<file path="src/rtl/conv_pkg.sv">
// Shared types and helpers for the convolution engine and its pooling stage.
// Define CONV_POOL_SAT_EN to narrow pooled output to 8 bits with shift + saturation.
package conv_pkg;

  localparam int CONV_DW = 16;

`ifdef CONV_POOL_SAT_EN
  localparam bit SAT_EN  = 1'b1;
  localparam int POOL_DW = 8;
`else
  localparam bit SAT_EN  = 1'b0;
  localparam int POOL_DW = 16;
`endif

  function automatic logic [CONV_DW-1:0] max16(input logic [CONV_DW-1:0] a,
                                               input logic [CONV_DW-1:0] b);
    return (a > b) ? a : b;
  endfunction

  // Requantise a 16-bit maximum into 8 bits, clamping anything above 255.
  function automatic logic [7:0] sat8(input logic [CONV_DW-1:0] v, input int sh);
    logic [CONV_DW-1:0] s;
    s = v >> sh;
    return (s > 16'd255) ? 8'hFF : s[7:0];
  endfunction

endpackage

</file>
<file path="src/rtl/conv_max_pool_if.sv">
// Result stream in / pooled stream out of the max-pool stage.
interface conv_max_pool_if;
  import conv_pkg::*;

  logic               in_valid;
  logic [CONV_DW-1:0] in_data;
  logic               out_ready;
  logic               out_valid;
  logic [POOL_DW-1:0] out_data;
  logic               frame_done;
  logic               overflow;

  modport master (output in_valid, in_data, out_ready,
                  input  out_valid, out_data, frame_done, overflow);
  modport slave  (input  in_valid, in_data, out_ready,
                  output out_valid, out_data, frame_done, overflow);
endinterface

</file>
<file path="src/rtl/pool_out_fifo.sv">
// Two-entry first-word-fall-through FIFO; a push into a full FIFO is taken
// only when a pop happens in the same cycle.
module pool_out_fifo #(
  parameter int W = 16
) (
  input  logic         clk,
  input  logic         rst,
  input  logic         push_i,
  input  logic [W-1:0] data_i,
  input  logic         pop_i,
  output logic [W-1:0] data_o,
  output logic         full_o,
  output logic         empty_o
);

  logic [W-1:0] mem_q [2];
  logic         wr_q, rd_q;
  logic [1:0]   cnt_q, cnt_d;
  logic         do_push, do_pop;

  // NOTE: every signal assigned in always_comb gets a default first so no latch is inferred.
  always_comb begin
    do_pop  = pop_i & (cnt_q != 2'd0);
    do_push = push_i & ((cnt_q != 2'd2) | do_pop);
    cnt_d   = cnt_q;
    if (do_push && !do_pop)      cnt_d = cnt_q + 2'd1;
    else if (!do_push && do_pop) cnt_d = cnt_q - 2'd1;
  end

  always_ff @(posedge clk) begin
    if (rst) begin
      // NOTE: the storage is reset too, so out_data reads 0 straight out of reset.
      mem_q[0] <= '0;
      mem_q[1] <= '0;
      wr_q     <= 1'b0;
      rd_q     <= 1'b0;
      cnt_q    <= 2'd0;
    end else begin
      if (do_push) begin
        mem_q[wr_q] <= data_i;
        wr_q        <= ~wr_q;
      end
      if (do_pop) rd_q <= ~rd_q;
      cnt_q <= cnt_d;
    end
  end

  assign data_o  = mem_q[rd_q];
  assign full_o  = (cnt_q == 2'd2);
  assign empty_o = (cnt_q == 2'd0);

endmodule

</file>
<file path="src/rtl/conv_max_pool.sv">
// 2x2 stride-2 max pooling over the raster-ordered conv result stream.
// Output width and requantisation follow CONV_POOL_SAT_EN (see conv_pkg).
module conv_max_pool
  import conv_pkg::*;
#(
  parameter int OW    = 2,
  parameter int SHIFT = 0
) (
  input logic             clk,
  input logic             rst,
  conv_max_pool_if.slave  bus
);

  localparam int CW = $clog2(OW);
  localparam int NP = OW / 2;
  localparam int JW = (NP > 1) ? $clog2(NP) : 1;
  localparam int PW = 2 * NP;

  logic [CW-1:0]      col_q, col_d, row_q, row_d;
  logic [CONV_DW-1:0] pmax_q [NP];
  logic               frame_done_q, overflow_q;
  logic [JW-1:0]      j;
  logic               in_pool, first, last, push, pop;
  logic               fifo_full, fifo_empty;
  logic [CONV_DW-1:0] pool_max;
  logic [POOL_DW-1:0] push_data;

  always_comb begin
    j         = JW'(col_q >> 1);
    // A trailing odd row/column never closes a window, so it is excluded.
    in_pool   = (int'(col_q) < PW) && (int'(row_q) < PW);
    first     = ~row_q[0] & ~col_q[0];
    pool_max  = max16(pmax_q[j], bus.in_data);
    push      = bus.in_valid & in_pool & row_q[0] & col_q[0];
    pop       = bus.out_ready & ~fifo_empty;
    push_data = SAT_EN ? POOL_DW'(sat8(pool_max, SHIFT)) : POOL_DW'(pool_max);
    last      = bus.in_valid && (col_q == CW'(OW - 1)) && (row_q == CW'(OW - 1));
    col_d     = col_q;
    row_d     = row_q;
    if (bus.in_valid) begin
      if (col_q == CW'(OW - 1)) begin
        col_d = '0;
        row_d = (row_q == CW'(OW - 1)) ? '0 : row_q + CW'(1);
      end else begin
        col_d = col_q + CW'(1);
      end
    end
  end

  always_ff @(posedge clk) begin
    if (rst) begin
      col_q        <= '0;
      row_q        <= '0;
      frame_done_q <= 1'b0;
      overflow_q   <= 1'b0;
      for (int k = 0; k < NP; k++) pmax_q[k] <= '0;
    end else begin
      col_q        <= col_d;
      row_q        <= row_d;
      frame_done_q <= last;
      if (push && fifo_full && !pop) overflow_q <= 1'b1;
      if (bus.in_valid && in_pool) pmax_q[j] <= first ? bus.in_data : pool_max;
    end
  end

  pool_out_fifo #(.W(POOL_DW)) u_fifo (
    .clk     (clk),
    .rst     (rst),
    .push_i  (push),
    .data_i  (push_data),
    .pop_i   (pop),
    .data_o  (bus.out_data),
    .full_o  (fifo_full),
    .empty_o (fifo_empty)
  );

  assign bus.out_valid  = ~fifo_empty;
  assign bus.frame_done = frame_done_q;
  assign bus.overflow   = overflow_q;

endmodule

</file>
<file path="src/flat_wrapper.sv">
// flat-port wrapper written by rule: the top's interface ports become plain ports
module conv_max_pool_flat import conv_pkg::*;
#(
  parameter int OW    = 2,
  parameter int SHIFT = 0
)
  (clk, rst, bus_in_valid, bus_in_data, bus_out_ready, bus_out_valid, bus_out_data, bus_frame_done, bus_overflow);
  conv_max_pool_if bus_i ();
  input logic clk;
  input logic rst;
  input wire logic [$bits(bus_i.in_valid)-1:0] bus_in_valid;
  input wire logic [$bits(bus_i.in_data)-1:0] bus_in_data;
  input wire logic [$bits(bus_i.out_ready)-1:0] bus_out_ready;
  output wire logic [$bits(bus_i.out_valid)-1:0] bus_out_valid;
  output wire logic [$bits(bus_i.out_data)-1:0] bus_out_data;
  output wire logic [$bits(bus_i.frame_done)-1:0] bus_frame_done;
  output wire logic [$bits(bus_i.overflow)-1:0] bus_overflow;
  assign bus_i.in_valid = bus_in_valid;
  assign bus_i.in_data = bus_in_data;
  assign bus_i.out_ready = bus_out_ready;
  assign bus_out_valid = bus_i.out_valid;
  assign bus_out_data = bus_i.out_data;
  assign bus_frame_done = bus_i.frame_done;
  assign bus_overflow = bus_i.overflow;
  conv_max_pool #(.OW(OW), .SHIFT(SHIFT)) u_core (.clk(clk), .rst(rst), .bus(bus_i));
endmodule
</file>
<file path="config.mk">
export PLATFORM = sky130hd
export DESIGN_NAME = conv_max_pool_flat
export DESIGN_NICKNAME = d
export VERILOG_FILES = /design/src/rtl/conv_pkg.sv /design/src/rtl/conv_max_pool_if.sv /design/src/rtl/pool_out_fifo.sv /design/src/rtl/conv_max_pool.sv /design/src/flat_wrapper.sv
export SDC_FILE = /design/constraint.sdc
export NUM_CORES = 1
export LEC_CHECK = 0
export ABC_AREA = 0
export BUFFER_PORTS_ARGS = -buffer_cell sky130_fd_sc_hd__buf_2
export CORE_MARGIN = 3
export CORE_UTILIZATION = 31
export CTS_CLUSTER_SIZE = 25
export DETAILED_ROUTE_END_ITERATION = 10
export PLACE_DENSITY = 0.53
export SLEW_MARGIN = 40
export SYNTH_ARGS = -nofsm -noshare
export SYNTH_HDL_FRONTEND = slang
export SYNTH_SLANG_ARGS = --single-unit
</file>
<file path="constraint.sdc">
create_clock -name clk -period 2.5 [get_ports clk]
set_input_delay 0.375 -clock clk [delete_from_list [all_inputs] [get_ports clk]]
set_output_delay 0.375 -clock clk [all_outputs]
set_load 0.1 [all_outputs]
</file>
==> run_summary.xml, run 1 <==
<?xml version="1.0" encoding="UTF-8"?>
<metrics>
  <group name="layout">
    <metric name="finish.instance_area" unit="sq um">4010</metric>
    <metric name="drive_gt1_share" unit="%">27.3</metric>
    <metric name="antenna_cells_inserted" unit="">0</metric>
    <metric name="final_net_count" unit="">431</metric>
    <metric name="filler_cell_count" unit="">1065</metric>
    <metric name="area_growth_syn_to_layout" unit="%">18.7</metric>
    <metric name="final_core_density" unit="%">38.4</metric>
  </group>
  <group name="floorplanning">
    <metric name="die_height" unit="um">110</metric>
    <metric name="ioPinCount" unit="">39</metric>
    <metric name="initial_core_util" unit="%">32.3</metric>
    <metric name="die_area" unit="sq um">12200</metric>
    <metric name="floorplan.rows" unit="">37</metric>
    <metric name="core_area" unit="sq um">10500</metric>
    <metric name="floorplan.die.width" unit="um">110</metric>
  </group>
  <group name="routing">
    <metric name="drt_pre_antenna_iters" unit="">5</metric>
    <metric name="detail-route-antenna-nets" unit="">0</metric>
    <metric name="detail_route.iter0.violations" unit="">313</metric>
    <metric name="drc" unit="">0</metric>
    <metric name="avgViaCountPerCell" unit="">5.18</metric>
    <metric name="detail_route.wirelength" unit="um">8220</metric>
    <metric name="vias" unit="">2772</metric>
    <metric name="wl_per_cell" unit="um">15.4</metric>
  </group>
  <group name="cts">
    <metric name="cts_root_buffer" unit="">sky130_fd_sc_hd__clkbuf_8</metric>
    <metric name="path_clk_slew" unit="ns">0.08</metric>
    <metric name="cts_tree" unit="">done</metric>
    <metric name="cts_buffer_depth" unit="">2</metric>
    <metric name="cts_sinks" unit="">57</metric>
    <metric name="number_of_cts_inserted_buffers" unit="">9</metric>
    <metric name="h_tree_depth" unit="">3</metric>
    <metric name="cts_resized" unit="">0</metric>
    <metric name="clock_insertion_delay_worst_skew" unit="ns">0.36</metric>
  </group>
  <group name="timing">
    <metric name="final-setup-viol-count" unit="">0</metric>
    <metric name="worst_pin_slew" unit="ns">0.680</metric>
    <metric name="skew" unit="ns">0.0161</metric>
    <metric name="finalHoldViolations" unit="">0</metric>
    <metric name="finalHoldWorstSlack" unit="ns">0.342</metric>
    <metric name="max-slew-margin-rel" unit="%">54.6</metric>
    <metric name="total_count_of_max_transition_violations_in_the_final_report" unit="">0</metric>
    <metric name="max_clock_freq" unit="MHz">426</metric>
    <metric name="layout_min_cycle_time" unit="ns">2.35</metric>
    <metric name="finalCritPeriodShare" unit="%">94.0</metric>
    <metric name="setup_ws" unit="ns">0.151</metric>
  </group>
  <group name="global_routing">
    <metric name="gr-usage-all-layers" unit="%">13.6</metric>
    <metric name="grt_pass1_vias" unit="">2498</metric>
    <metric name="antenna_found_initial" unit="">0</metric>
    <metric name="globalRouteOverflowTotal" unit="">0</metric>
    <metric name="maximum_number_of_pins_on_one_net_before_global_route_repair" unit="">49</metric>
    <metric name="grt_first_pass_wirelength" unit="um">13200</metric>
  </group>
  <group name="yosys">
    <metric name="synth_edf_count" unit="">48</metric>
    <metric name="synth.distinct_cells" unit="">40</metric>
    <metric name="ys_ff_latch" unit="">57</metric>
    <metric name="netlist.top_cell.by_area" unit="">sky130_fd_sc_hd__edfxtp_1</metric>
    <metric name="synth.top_cells.by_area" unit="">sky130_fd_sc_hd__edfxtp_1 43%, sky130_fd_sc_hd__ha_1 6.3%, sky130_fd_sc_hd__nand4_1 6.1%, sky130_fd_sc_hd__dfxtp_1 5.3%, sky130_fd_sc_hd__mux2_2 5.3%</metric>
    <metric name="asyncSetResetFlopFracSynth" unit="%">0</metric>
    <metric name="synth_cells" unit="">341</metric>
    <metric name="synth.cells.most_frequent" unit="">48 x sky130_fd_sc_hd__edfxtp_1, 40 x sky130_fd_sc_hd__nand2_1, 35 x sky130_fd_sc_hd__o21ai_0, 33 x sky130_fd_sc_hd__nand4_1, 19 x sky130_fd_sc_hd__nand3_1</metric>
    <metric name="synth.cell_area" unit="sq um">3380</metric>
    <metric name="post_synthesis_mean_instance_area" unit="sq um">9.91</metric>
    <metric name="ys_warn_count" unit="">0</metric>
    <metric name="synth.net_count" unit="">378</metric>
    <metric name="synth_seq_area_share" unit="%">48.0</metric>
    <metric name="synth_top_area_share" unit="%">42.6</metric>
    <metric name="ys_dominant_reg_cell" unit="">sky130_fd_sc_hd__edfxtp_1</metric>
    <metric name="yosysMostFrequentCell" unit="">sky130_fd_sc_hd__edfxtp_1</metric>
  </group>
  <group name="placement">
    <metric name="place_ws" unit="ns">-0.00583</metric>
    <metric name="io_buffers" unit="">38</metric>
    <metric name="postPlaceCellArea" unit="sq um">3840</metric>
    <metric name="place_congestion" unit="">0.807</metric>
    <metric name="post-dp-hpwl" unit="um">5650</metric>
  </group>
  <group name="setup_path">
    <metric name="timing.critical_path.from_type" unit="">flip-flop</metric>
    <metric name="path_cells" unit="">ha_1 -&gt; nand4_1 -&gt; nor4_4 -&gt; o21ai_1 -&gt; and3_1 -&gt; nor2_4 -&gt; buf_12 -&gt; o21ai_0</metric>
    <metric name="r2r.worst_path.cells" unit="">8</metric>
    <metric name="crit_path_top_delay_cell" unit="">sky130_fd_sc_hd__edfxtp_1</metric>
    <metric name="crit_arrival" unit="ns">2.43</metric>
    <metric name="critical_path.n_buffers_inverters" unit="">1</metric>
    <metric name="critPathMaxStageDelay" unit="ns">0.42</metric>
    <metric name="path_max_fanout" unit="">32</metric>
    <metric name="critPathTopFamily" unit="">simple AND/OR/NAND/NOR gates</metric>
    <metric name="worst-setup-path-type" unit="">reg -&gt; reg</metric>
    <metric name="cp.depth" unit="">8</metric>
    <metric name="critPathRequiredTime" unit="ns">2.58</metric>
    <metric name="worst_setup_path_end_kind" unit="">flip-flop</metric>
  </group>
  <group name="power">
    <metric name="vdd_drop_max" unit="V">0.000309</metric>
    <metric name="p_leak" unit="nW">1.57</metric>
    <metric name="cellPowerDensity" unit="nW/um^2">682</metric>
  </group>
  <group name="worst_hold_path">
    <metric name="hold_path.class" unit="">in -&gt; reg</metric>
    <metric name="holdPathStages" unit="">3</metric>
  </group>
  <group name="flow_run">
    <metric name="max-cap-violations" unit="">0</metric>
  </group>
  <group name="status">
    <metric name="status" unit="">finished clean</metric>
  </group>
</metrics>
[final cells by class]
class / count / area (sq um) / area share (%)
well taps: 136 / 170 / 4.24
multi-input cells: 240 / 1550 / 38.7
inverters: 18 / 67.6 / 1.68
clock inverters: 7 / 37.5 / 0.935
repair buffers: 68 / 440 / 11.0
flip-flops and latches: 57 / 1620 / 40.4
clock buffers: 9 / 124 / 3.09
[power by group]
part / internal (W) / switching [W] / total [W] / leakage [nW]
Clock: 0.000346 / 0.000387 / 0.000733 / 0.0799
Combinational: 0.000226 / 0.000644 / 0.000870 / 0.914
Sequential: 0.00109 / 0.0000406 / 0.00113 / 0.580
[placed cells by master, fill, tap and decap left out, drive strengths merged, types with 2 or more instances in the layout]
master / n
xor2: 5
o21ai: 52
ha: 17
nand4: 34
edfxtp: 48
clkbuf: 9
clkinvlp: 2
a21boi: 16
nor3b: 2
a21oi: 8
clkinv: 5
nand3: 19
or2: 4
nand2: 41
mux2: 16
dfxtp: 9
inv: 18
buf: 68
nor2: 13
[worst register-to-register path: cells and delay by family (launching register included)]
| family | cells | cell delay (ns) |
|---|---|---|
| DFF | 1 | 0.42 |
| adders and majority gates | 1 | 0.34 |
| and+or+nand+nor | 4 | 0.89 |
| buffers and inverters | 1 | 0.18 |
| AOI/OAI and AO/OA | 2 | 0.26 |
[registers in the layout (all words and copies together) (netlist names), named ones only]
signal and flops:
u_core.row_q 1, u_core.u_fifo.wr_q 1, u_core.bus.overflow 1, u_core.bus.frame_done 1, u_core.pmax_q 16, u_core.u_fifo.rd_q 1, u_core.col_q 1, u_core.u_fifo.mem_q 32
u_core.u_fifo.cnt_q 2
[metrics by stage]
step	instances	power [W]	TNS, ns
after global routing	535	0.00285	-0.00328
final	535	0.00274	0
after detailed placement	518	0.00203	-0.00597
after global placement	518	0.00202	-0.407
after CTS	534	0.00275	0
after floorplan	341	0.00184	0
[per-layer routing]
metal	vias up	track usage [%]	wire, um
met5	-	0	0
met4	0	5.99	179
met3	11	2.74	525
met2	82	19.1	3630
met1	1327	20.0	3890
li1	1352	-	-
[worst paths after layout]
kind,startpoint,end,slack (ns)
hold reg to reg,u_core.bus.overflow$_SDFFE_PP0P_,u_core.bus.overflow$_SDFFE_PP0P_,0.50
hold / removal,bus_in_valid,u_core.col_q$_SDFFE_PP0P_,0.34
setup reg to reg,u_core.pmax_q[0][11]$_SDFFCE_PN0P_,u_core.u_fifo.mem_q[1][3]$_SDFFCE_PN0P_,0.15
setup / recovery,u_core.pmax_q[0][11]$_SDFFCE_PN0P_,u_core.u_fifo.mem_q[1][3]$_SDFFCE_PN0P_,0.15
[cells by family (layout without fill, tap and decap cells)]
group | Yosys count | count (layout) | share of synthesized area (%)
buf+inv | 44 | 102 | 6.18
mux | 16 | 16 | 5.33
xor+xnor | 6 | 6 | 1.55
simple gates | 120 | 120 | 18.9
flops | 57 | 57 | 48.0
compound gates | 81 | 81 | 13.7
fa+ha+maj | 17 | 17 | 6.29
[repair_timing]
action	CTS	global route
buffers inserted	0	1
hold buffers	0	0
endpoints found under the setup margin	0	48
hold endpoints to repair	0	0
No activity file was read; power rests on OpenSTA's default activity.
==> run 2: changes to the inputs <==
==> constraint.sdc (replaced) <==
create_clock -name clk -period 2.5 [get_ports clk]
set_input_delay 0 -clock clk [delete_from_list [all_inputs] [get_ports clk]]
set_output_delay 0 -clock clk [all_outputs]
set_load 0.1 [all_outputs]
==> run_summary.xml, run 2 (synthesis results as in run 1) <==
<?xml version="1.0" encoding="UTF-8"?>
<metrics>
  <group name="power">
    <metric name="power.net_switching" unit="W">0.00107</metric>
    <metric name="netSwitchingFraction" unit="%">37.7</metric>
    <metric name="vdd_drop_max" unit="V">0.000310</metric>
    <metric name="cellPowerDensity" unit="nW/um^2">707</metric>
    <metric name="pwr-share-seq" unit="%">40.9</metric>
    <metric name="internal-power" unit="W">0.00177</metric>
    <metric name="clockPowerShare" unit="%">29.6</metric>
    <metric name="p_comb_share" unit="%">29.5</metric>
    <metric name="p_leak" unit="nW">1.56</metric>
  </group>
  <group name="floorplanning">
    <metric name="die_area" unit="sq um">12200</metric>
    <metric name="core_area" unit="sq um">10500</metric>
    <metric name="initial_core_util" unit="%">32.3</metric>
    <metric name="floorplan.die.width" unit="um">110</metric>
    <metric name="floorplan.rows" unit="">37</metric>
    <metric name="die_height" unit="um">110</metric>
    <metric name="ioPinCount" unit="">39</metric>
  </group>
  <group name="routing">
    <metric name="detail_route.iter0.violations" unit="">196</metric>
    <metric name="met3_length" unit="um">541</metric>
    <metric name="detail-route-antenna-nets" unit="">0</metric>
    <metric name="wl_per_cell" unit="um">15.9</metric>
    <metric name="drt_pre_antenna_iters" unit="">5</metric>
    <metric name="drc" unit="">0</metric>
    <metric name="vias" unit="">2753</metric>
    <metric name="highest-signal-layer" unit="">met4</metric>
    <metric name="m1WireLength" unit="um">3850</metric>
    <metric name="wl_met2" unit="um">3920</metric>
    <metric name="avgViaCountPerCell" unit="">5.19</metric>
    <metric name="detail_route.wirelength" unit="um">8410</metric>
  </group>
  <group name="cts">
    <metric name="clock_insertion_delay_worst_skew" unit="ns">0.35</metric>
    <metric name="cts_sinks" unit="">57</metric>
    <metric name="cts_root_buffer" unit="">sky130_fd_sc_hd__clkbuf_8</metric>
    <metric name="number_of_cts_inserted_buffers" unit="">9</metric>
    <metric name="cts_tree" unit="">done</metric>
    <metric name="cts_buffer_depth" unit="">2</metric>
    <metric name="h_tree_depth" unit="">3</metric>
    <metric name="path_clk_slew" unit="ns">0.07</metric>
  </group>
  <group name="setup_path">
    <metric name="critPathRequiredTime" unit="ns">2.68</metric>
    <metric name="critical_path.startpoint" unit="">u_core.pmax_q[0][11]$_SDFFCE_PN0P_</metric>
    <metric name="path_max_fanout" unit="">16</metric>
    <metric name="worst_setup_path_end_kind" unit="">flip-flop</metric>
    <metric name="worst-setup-path-type" unit="">reg -&gt; reg</metric>
    <metric name="timing.critical_path.from_type" unit="">flip-flop</metric>
    <metric name="reg2reg_from" unit="">u_core.pmax_q[0][11]$_SDFFCE_PN0P_</metric>
    <metric name="crit_arrival" unit="ns">2.52</metric>
  </group>
  <group name="timing">
    <metric name="max_clock_freq" unit="MHz">426</metric>
    <metric name="setup_total_negative_slack" unit="ns">0</metric>
    <metric name="finalHoldViolations" unit="">0</metric>
    <metric name="layout_min_cycle_time" unit="ns">2.34</metric>
    <metric name="skew" unit="ns">0.00917</metric>
    <metric name="setup_ws" unit="ns">0.155</metric>
    <metric name="grt_setup_unrepaired" unit="">no</metric>
    <metric name="max-slew-margin-rel" unit="%">48.4</metric>
    <metric name="worst_pin_slew" unit="ns">0.773</metric>
    <metric name="finalCritPeriodShare" unit="%">93.8</metric>
    <metric name="final-setup-viol-count" unit="">0</metric>
    <metric name="total_count_of_max_transition_violations_in_the_final_report" unit="">0</metric>
  </group>
  <group name="layout">
    <metric name="filler_cell_count" unit="">1079</metric>
    <metric name="area_growth_syn_to_layout" unit="%">18.6</metric>
    <metric name="commonest_cells_after_routing_fill_and_taps_aside" unit="">48 x sky130_fd_sc_hd__edfxtp_1, 40 x sky130_fd_sc_hd__nand2_1, 38 x sky130_fd_sc_hd__buf_2</metric>
    <metric name="antenna_cells_inserted" unit="">0</metric>
    <metric name="top_flop_regs" unit="">u_core.u_fifo.mem_q x32, u_core.pmax_q x16, u_core.u_fifo.cnt_q x2</metric>
    <metric name="layout.cells.most_common" unit="">sky130_fd_sc_hd__edfxtp_1</metric>
    <metric name="drive_gt1_share" unit="%">25.6</metric>
    <metric name="largest_reg_flops" unit="">32</metric>
    <metric name="largest_register" unit="">u_core.u_fifo.mem_q</metric>
    <metric name="final_net_count" unit="">426</metric>
  </group>
  <group name="flow_run">
    <metric name="max-cap-violations" unit="">0</metric>
  </group>
  <group name="global_routing">
    <metric name="antenna_found_initial" unit="">0</metric>
    <metric name="globalRouteOverflowTotal" unit="">0</metric>
    <metric name="maximum_number_of_pins_on_one_net_before_global_route_repair" unit="">40</metric>
    <metric name="grt_first_pass_wirelength" unit="um">13500</metric>
    <metric name="gr-usage-all-layers" unit="%">13.8</metric>
    <metric name="grt_pass1_vias" unit="">2556</metric>
  </group>
  <group name="status">
    <metric name="status" unit="">finished clean</metric>
  </group>
  <group name="placement">
    <metric name="place_congestion" unit="">0.853</metric>
    <metric name="io_buffers" unit="">38</metric>
    <metric name="post-dp-hpwl" unit="um">5690</metric>
    <metric name="place_ws" unit="ns">0.0612</metric>
  </group>
  <group name="worst_hold_path">
    <metric name="hold_path.startpoint" unit="">bus_out_ready</metric>
    <metric name="hold_path.class" unit="">in -&gt; reg</metric>
  </group>
</metrics>
[run 2: cell types whose count changed in the layout (fill, tap and decap cells not counted), sizes merged]
cell | previous run | this run
bufinv | 0 | 1
buf | 68 | 60
dlygate4sd3 | 0 | 3
clkinv | 5 | 4
clkinvlp | 2 | 1
clkbuf | 9 | 10
[run 2: layer usage]
metal  track usage (%)  vias up
li1                  -     1348
met1              18.8     1314
met2              21.2       85
met3              3.56        6
met4              4.52        0
met5                 0        -
[run 2: worst paths after layout]
kind	to	slack, ns	cells past startpoint
max	u_core.pmax_q[0][3]$_SDFFCE_PN0P_	0.16	8
min	u_core.u_fifo.rd_q$_SDFFE_PP0P_	0.03	4
max reg2reg	u_core.pmax_q[0][3]$_SDFFCE_PN0P_	0.16	8
min reg2reg	u_core.bus.overflow$_SDFFE_PP0P_	0.48	2
[run 2: area by class of cell]
type	count	area [sq um]	share of cell area, %
flip-flops and latches	57	1620	40.4
multi-input cells	240	1550	38.8
repair buffers	63	410	10.2
well taps	136	170	4.24
clock buffers	10	128	3.18
inverters	18	67.6	1.68
clock inverters	6	58.8	1.47
[run 2: power by group through the flow]
| stage | logic [W] | registers [W] | clock network [W] |
|---|---|---|---|
| floorplan | 0.000696 | 0.00115 | 0 |
| global placement | 0.000827 | 0.00118 | 0 |
| detailed placement | 0.000835 | 0.00118 | 0 |
| CTS | 0.000840 | 0.00116 | 0.000853 |
| global route | 0.000890 | 0.00117 | 0.000894 |
| finish | 0.000838 | 0.00116 | 0.000838 |
[run 2: critical path, cell delays in order (launching register included)]
cell and delay (ns):
sky130_fd_sc_hd__edfxtp_1 0.39, sky130_fd_sc_hd__ha_1 0.32, sky130_fd_sc_hd__nand4_1 0.19, sky130_fd_sc_hd__nor4_4 0.07, sky130_fd_sc_hd__buf_4 0.13, sky130_fd_sc_hd__and2_1 0.15, sky130_fd_sc_hd__nor2_2 0.57, sky130_fd_sc_hd__nand3_1 0.14
sky130_fd_sc_hd__a21boi_0 0.19
[run 2: through the flow]
step / util [%] / power [W] / hold slack [ns] / instance area [sq um] / cells
2_1_floorplan: - / 0.00184 / 0.137 / 3380 / 341
3_3_place_gp: 36.1 / 0.00200 / 0.315 / 3770 / 509
3_5_place_dp: 36.1 / 0.00202 / 0.318 / 3780 / 509
4_1_cts: 38.2 / 0.00286 / 0.0269 / 3990 / 528
5_1_grt: 38.3 / 0.00295 / 0.0604 / 4010 / 530
6_report: 38.3 / 0.00284 / 0.0300 / 4010 / 530
[run 2: repair_timing]
item,CTS,global route
hold endpoints to repair,7,0
gates resized for setup,0,1
hold buffers,3,0
setup buffers,0,2
endpoints found under the setup margin,0,45
==> run 3: changes to the inputs <==
- GPL_ROUTABILITY_DRIVEN: default -> 0
- HOLD_SLACK_MARGIN: default -> 0.05
- MAX_ROUTING_LAYER: default -> met4
==> run_summary.xml, run 3 (synthesis results as in run 1) <==
<?xml version="1.0" encoding="UTF-8"?>
<metrics>
  <group name="floorplanning">
    <metric name="die_area" unit="sq um">12200</metric>
    <metric name="floorplan.rows" unit="">37</metric>
    <metric name="initial_core_util" unit="%">32.3</metric>
    <metric name="floorplan.die.width" unit="um">110</metric>
    <metric name="die_height" unit="um">110</metric>
    <metric name="core_area" unit="sq um">10500</metric>
    <metric name="ioPinCount" unit="">39</metric>
  </group>
  <group name="cts">
    <metric name="path_clk_slew" unit="ns">0.07</metric>
    <metric name="cts_root_buffer" unit="">sky130_fd_sc_hd__clkbuf_8</metric>
    <metric name="cts_buffer_depth" unit="">2</metric>
    <metric name="clock_insertion_delay_worst_skew" unit="ns">0.35</metric>
    <metric name="cts_tree" unit="">done</metric>
    <metric name="cts_sinks" unit="">57</metric>
    <metric name="h_tree_depth" unit="">3</metric>
    <metric name="number_of_cts_inserted_buffers" unit="">9</metric>
  </group>
  <group name="placement">
    <metric name="place_ws" unit="ns">0.0612</metric>
    <metric name="post-dp-hpwl" unit="um">5690</metric>
    <metric name="io_buffers" unit="">38</metric>
  </group>
  <group name="status">
    <metric name="status" unit="">finished clean</metric>
  </group>
  <group name="setup_path">
    <metric name="critical_path.n_buffers_inverters" unit="">1</metric>
    <metric name="path_max_fanout" unit="">16</metric>
    <metric name="r2r_slack" unit="ns">0.18</metric>
    <metric name="timing.critical_path.from_type" unit="">flip-flop</metric>
    <metric name="crit_path_top_delay_cell" unit="">sky130_fd_sc_hd__nor2_2</metric>
    <metric name="reg2reg_from" unit="">u_core.pmax_q[0][11]$_SDFFCE_PN0P_</metric>
    <metric name="worst-setup-path-type" unit="">reg -&gt; reg</metric>
    <metric name="worstSetupEndpoint" unit="">u_core.pmax_q[0][2]$_SDFFCE_PN0P_</metric>
    <metric name="critPathMaxStageDelay" unit="ns">0.56</metric>
    <metric name="worst_setup_path_end_kind" unit="">flip-flop</metric>
    <metric name="critPathTopFamily" unit="">simple AND/OR/NAND/NOR gates</metric>
    <metric name="r2r.worst_path.cells" unit="">8</metric>
    <metric name="cp.depth" unit="">8</metric>
    <metric name="path_cells" unit="">ha_1 -&gt; nand4_1 -&gt; nor4_4 -&gt; buf_4 -&gt; and2_1 -&gt; nor2_2 -&gt; nand3_1 -&gt; a21boi_0</metric>
    <metric name="critPathRequiredTime" unit="ns">2.68</metric>
    <metric name="critical_path.startpoint" unit="">u_core.pmax_q[0][11]$_SDFFCE_PN0P_</metric>
    <metric name="worstReg2RegEnd" unit="">u_core.pmax_q[0][2]$_SDFFCE_PN0P_</metric>
    <metric name="crit_arrival" unit="ns">2.50</metric>
  </group>
  <group name="timing">
    <metric name="worst_pin_slew" unit="ns">0.785</metric>
    <metric name="skew" unit="ns">0.00959</metric>
    <metric name="setup_total_negative_slack" unit="ns">0</metric>
    <metric name="total_count_of_max_transition_violations_in_the_final_report" unit="">0</metric>
    <metric name="layout_min_cycle_time" unit="ns">2.32</metric>
    <metric name="grt_setup_unrepaired" unit="">no</metric>
    <metric name="setup_ws" unit="ns">0.182</metric>
    <metric name="max_clock_freq" unit="MHz">431</metric>
    <metric name="final-setup-viol-count" unit="">0</metric>
    <metric name="max-slew-margin-rel" unit="%">47.6</metric>
    <metric name="finalHoldViolations" unit="">0</metric>
    <metric name="finalCritPeriodShare" unit="%">92.7</metric>
  </group>
  <group name="layout">
    <metric name="top_flop_regs" unit="">u_core.u_fifo.mem_q x32, u_core.pmax_q x16, u_core.u_fifo.cnt_q x2</metric>
    <metric name="largest_reg_flops" unit="">32</metric>
    <metric name="antenna_cells_inserted" unit="">0</metric>
    <metric name="drive_gt1_share" unit="%">25.2</metric>
    <metric name="commonest_cells_after_routing_fill_and_taps_aside" unit="">48 x sky130_fd_sc_hd__edfxtp_1, 40 x sky130_fd_sc_hd__nand2_1, 38 x sky130_fd_sc_hd__buf_2</metric>
    <metric name="final_net_count" unit="">433</metric>
    <metric name="final_core_density" unit="%">39.0</metric>
    <metric name="area_growth_syn_to_layout" unit="%">20.7</metric>
    <metric name="layout.cells.most_common" unit="">sky130_fd_sc_hd__edfxtp_1</metric>
    <metric name="largest_register" unit="">u_core.u_fifo.mem_q</metric>
  </group>
  <group name="global_routing">
    <metric name="grt_pass1_vias" unit="">2601</metric>
    <metric name="maximum_number_of_pins_on_one_net_before_global_route_repair" unit="">40</metric>
    <metric name="met3_usage" unit="%">2.68</metric>
    <metric name="globalRouteOverflowTotal" unit="">0</metric>
    <metric name="met1_usage" unit="%">18.7</metric>
    <metric name="antenna_found_initial" unit="">0</metric>
    <metric name="grtUsageMet2" unit="%">21.8</metric>
    <metric name="gr-usage-all-layers" unit="%">14.3</metric>
    <metric name="grt.busiest_layer" unit="">met2</metric>
    <metric name="grt_first_pass_wirelength" unit="um">13600</metric>
  </group>
  <group name="routing">
    <metric name="drc" unit="">0</metric>
    <metric name="detail_route.wirelength" unit="um">8410</metric>
    <metric name="detail_route.iter0.violations" unit="">226</metric>
    <metric name="detail-route-antenna-nets" unit="">0</metric>
    <metric name="wl_per_cell" unit="um">15.7</metric>
    <metric name="vias" unit="">2760</metric>
    <metric name="drt_pre_antenna_iters" unit="">4</metric>
    <metric name="avgViaCountPerCell" unit="">5.14</metric>
  </group>
  <group name="power">
    <metric name="p_leak" unit="nW">1.59</metric>
    <metric name="cellPowerDensity" unit="nW/um^2">696</metric>
    <metric name="vdd_drop_max" unit="V">0.000310</metric>
  </group>
  <group name="flow_run">
    <metric name="max-cap-violations" unit="">0</metric>
  </group>
  <group name="worst_hold_path">
    <metric name="hold_path.class" unit="">in -&gt; reg</metric>
  </group>
</metrics>
[run 3: cell types whose count changed in the layout (fill, tap and decap cells not counted)]
cell / change
sky130_fd_sc_hd__dlygate4sd3_1: +7
[run 3: power by group]
group / total, W / leakage, nW / internal (W) / switching (W)
sequential: 0.00116 / 0.580 / 0.00109 / 0.0000676
clock: 0.000836 / 0.0913 / 0.000453 / 0.000383
combinational: 0.000845 / 0.921 / 0.000227 / 0.000618
total: 0.00284 / 1.59 / 0.00177 / 0.00107
[run 3: worst min-delay path by stage]
stage,startpoint,to,cells past startpoint
finish,bus_in_data[3],u_core.u_fifo.mem_q[0][3]$_SDFFCE_PN0P_,3
global route,bus_in_data[1],u_core.u_fifo.mem_q[0][1]$_SDFFCE_PN0P_,3
CTS,bus_in_data[1],u_core.u_fifo.mem_q[0][1]$_SDFFCE_PN0P_,3
detailed placement,bus_in_valid,u_core.col_q$_SDFFE_PP0P_,3
global placement,bus_in_valid,u_core.col_q$_SDFFE_PP0P_,3
floorplan,bus_in_valid,u_core.col_q$_SDFFE_PP0P_,2
[run 3: what timing repair did]
action / CTS / global route
buffers inserted: 0 / 2
gates resized for setup: 0 / 1
hold endpoints to repair: 16 / 0
hold buffers: 10 / 0
setup endpoints to repair: 0 / 45
[run 3: final cells by class]
class	instances	area (sq um)
sequential	57	1620
multi-input combinational	240	1550
clock buffer	10	128
fill	1071	6380
tap	136	170
timing repair buffer	70	480
clock inverter	6	58.8
inverter	18	67.6
[run 3: through the flow]
step	hold slack [ns]	std cells	instance area [sq um]	power, W
after global placement	0.315	509	3770	0.00200
after global routing	0.0643	537	4080	0.00296
final	0.0657	537	4080	0.00284
after CTS	0.0546	535	4060	0.00286
after detailed placement	0.318	509	3780	0.00202
after floorplan	0.137	341	3380	0.00184
[run 3: worst min-delay path, stage by stage]
cell and delay (ns):
sky130_fd_sc_hd__buf_2 0.14, sky130_fd_sc_hd__nand2_1 0.06, sky130_fd_sc_hd__o21ai_1 0.05
[run 3: layer usage]
layer	wire, um	share of wire (%)
met3	393	4.7
met5	0	0
met4	93	1.1
met1	3970	47
met2	3950	47
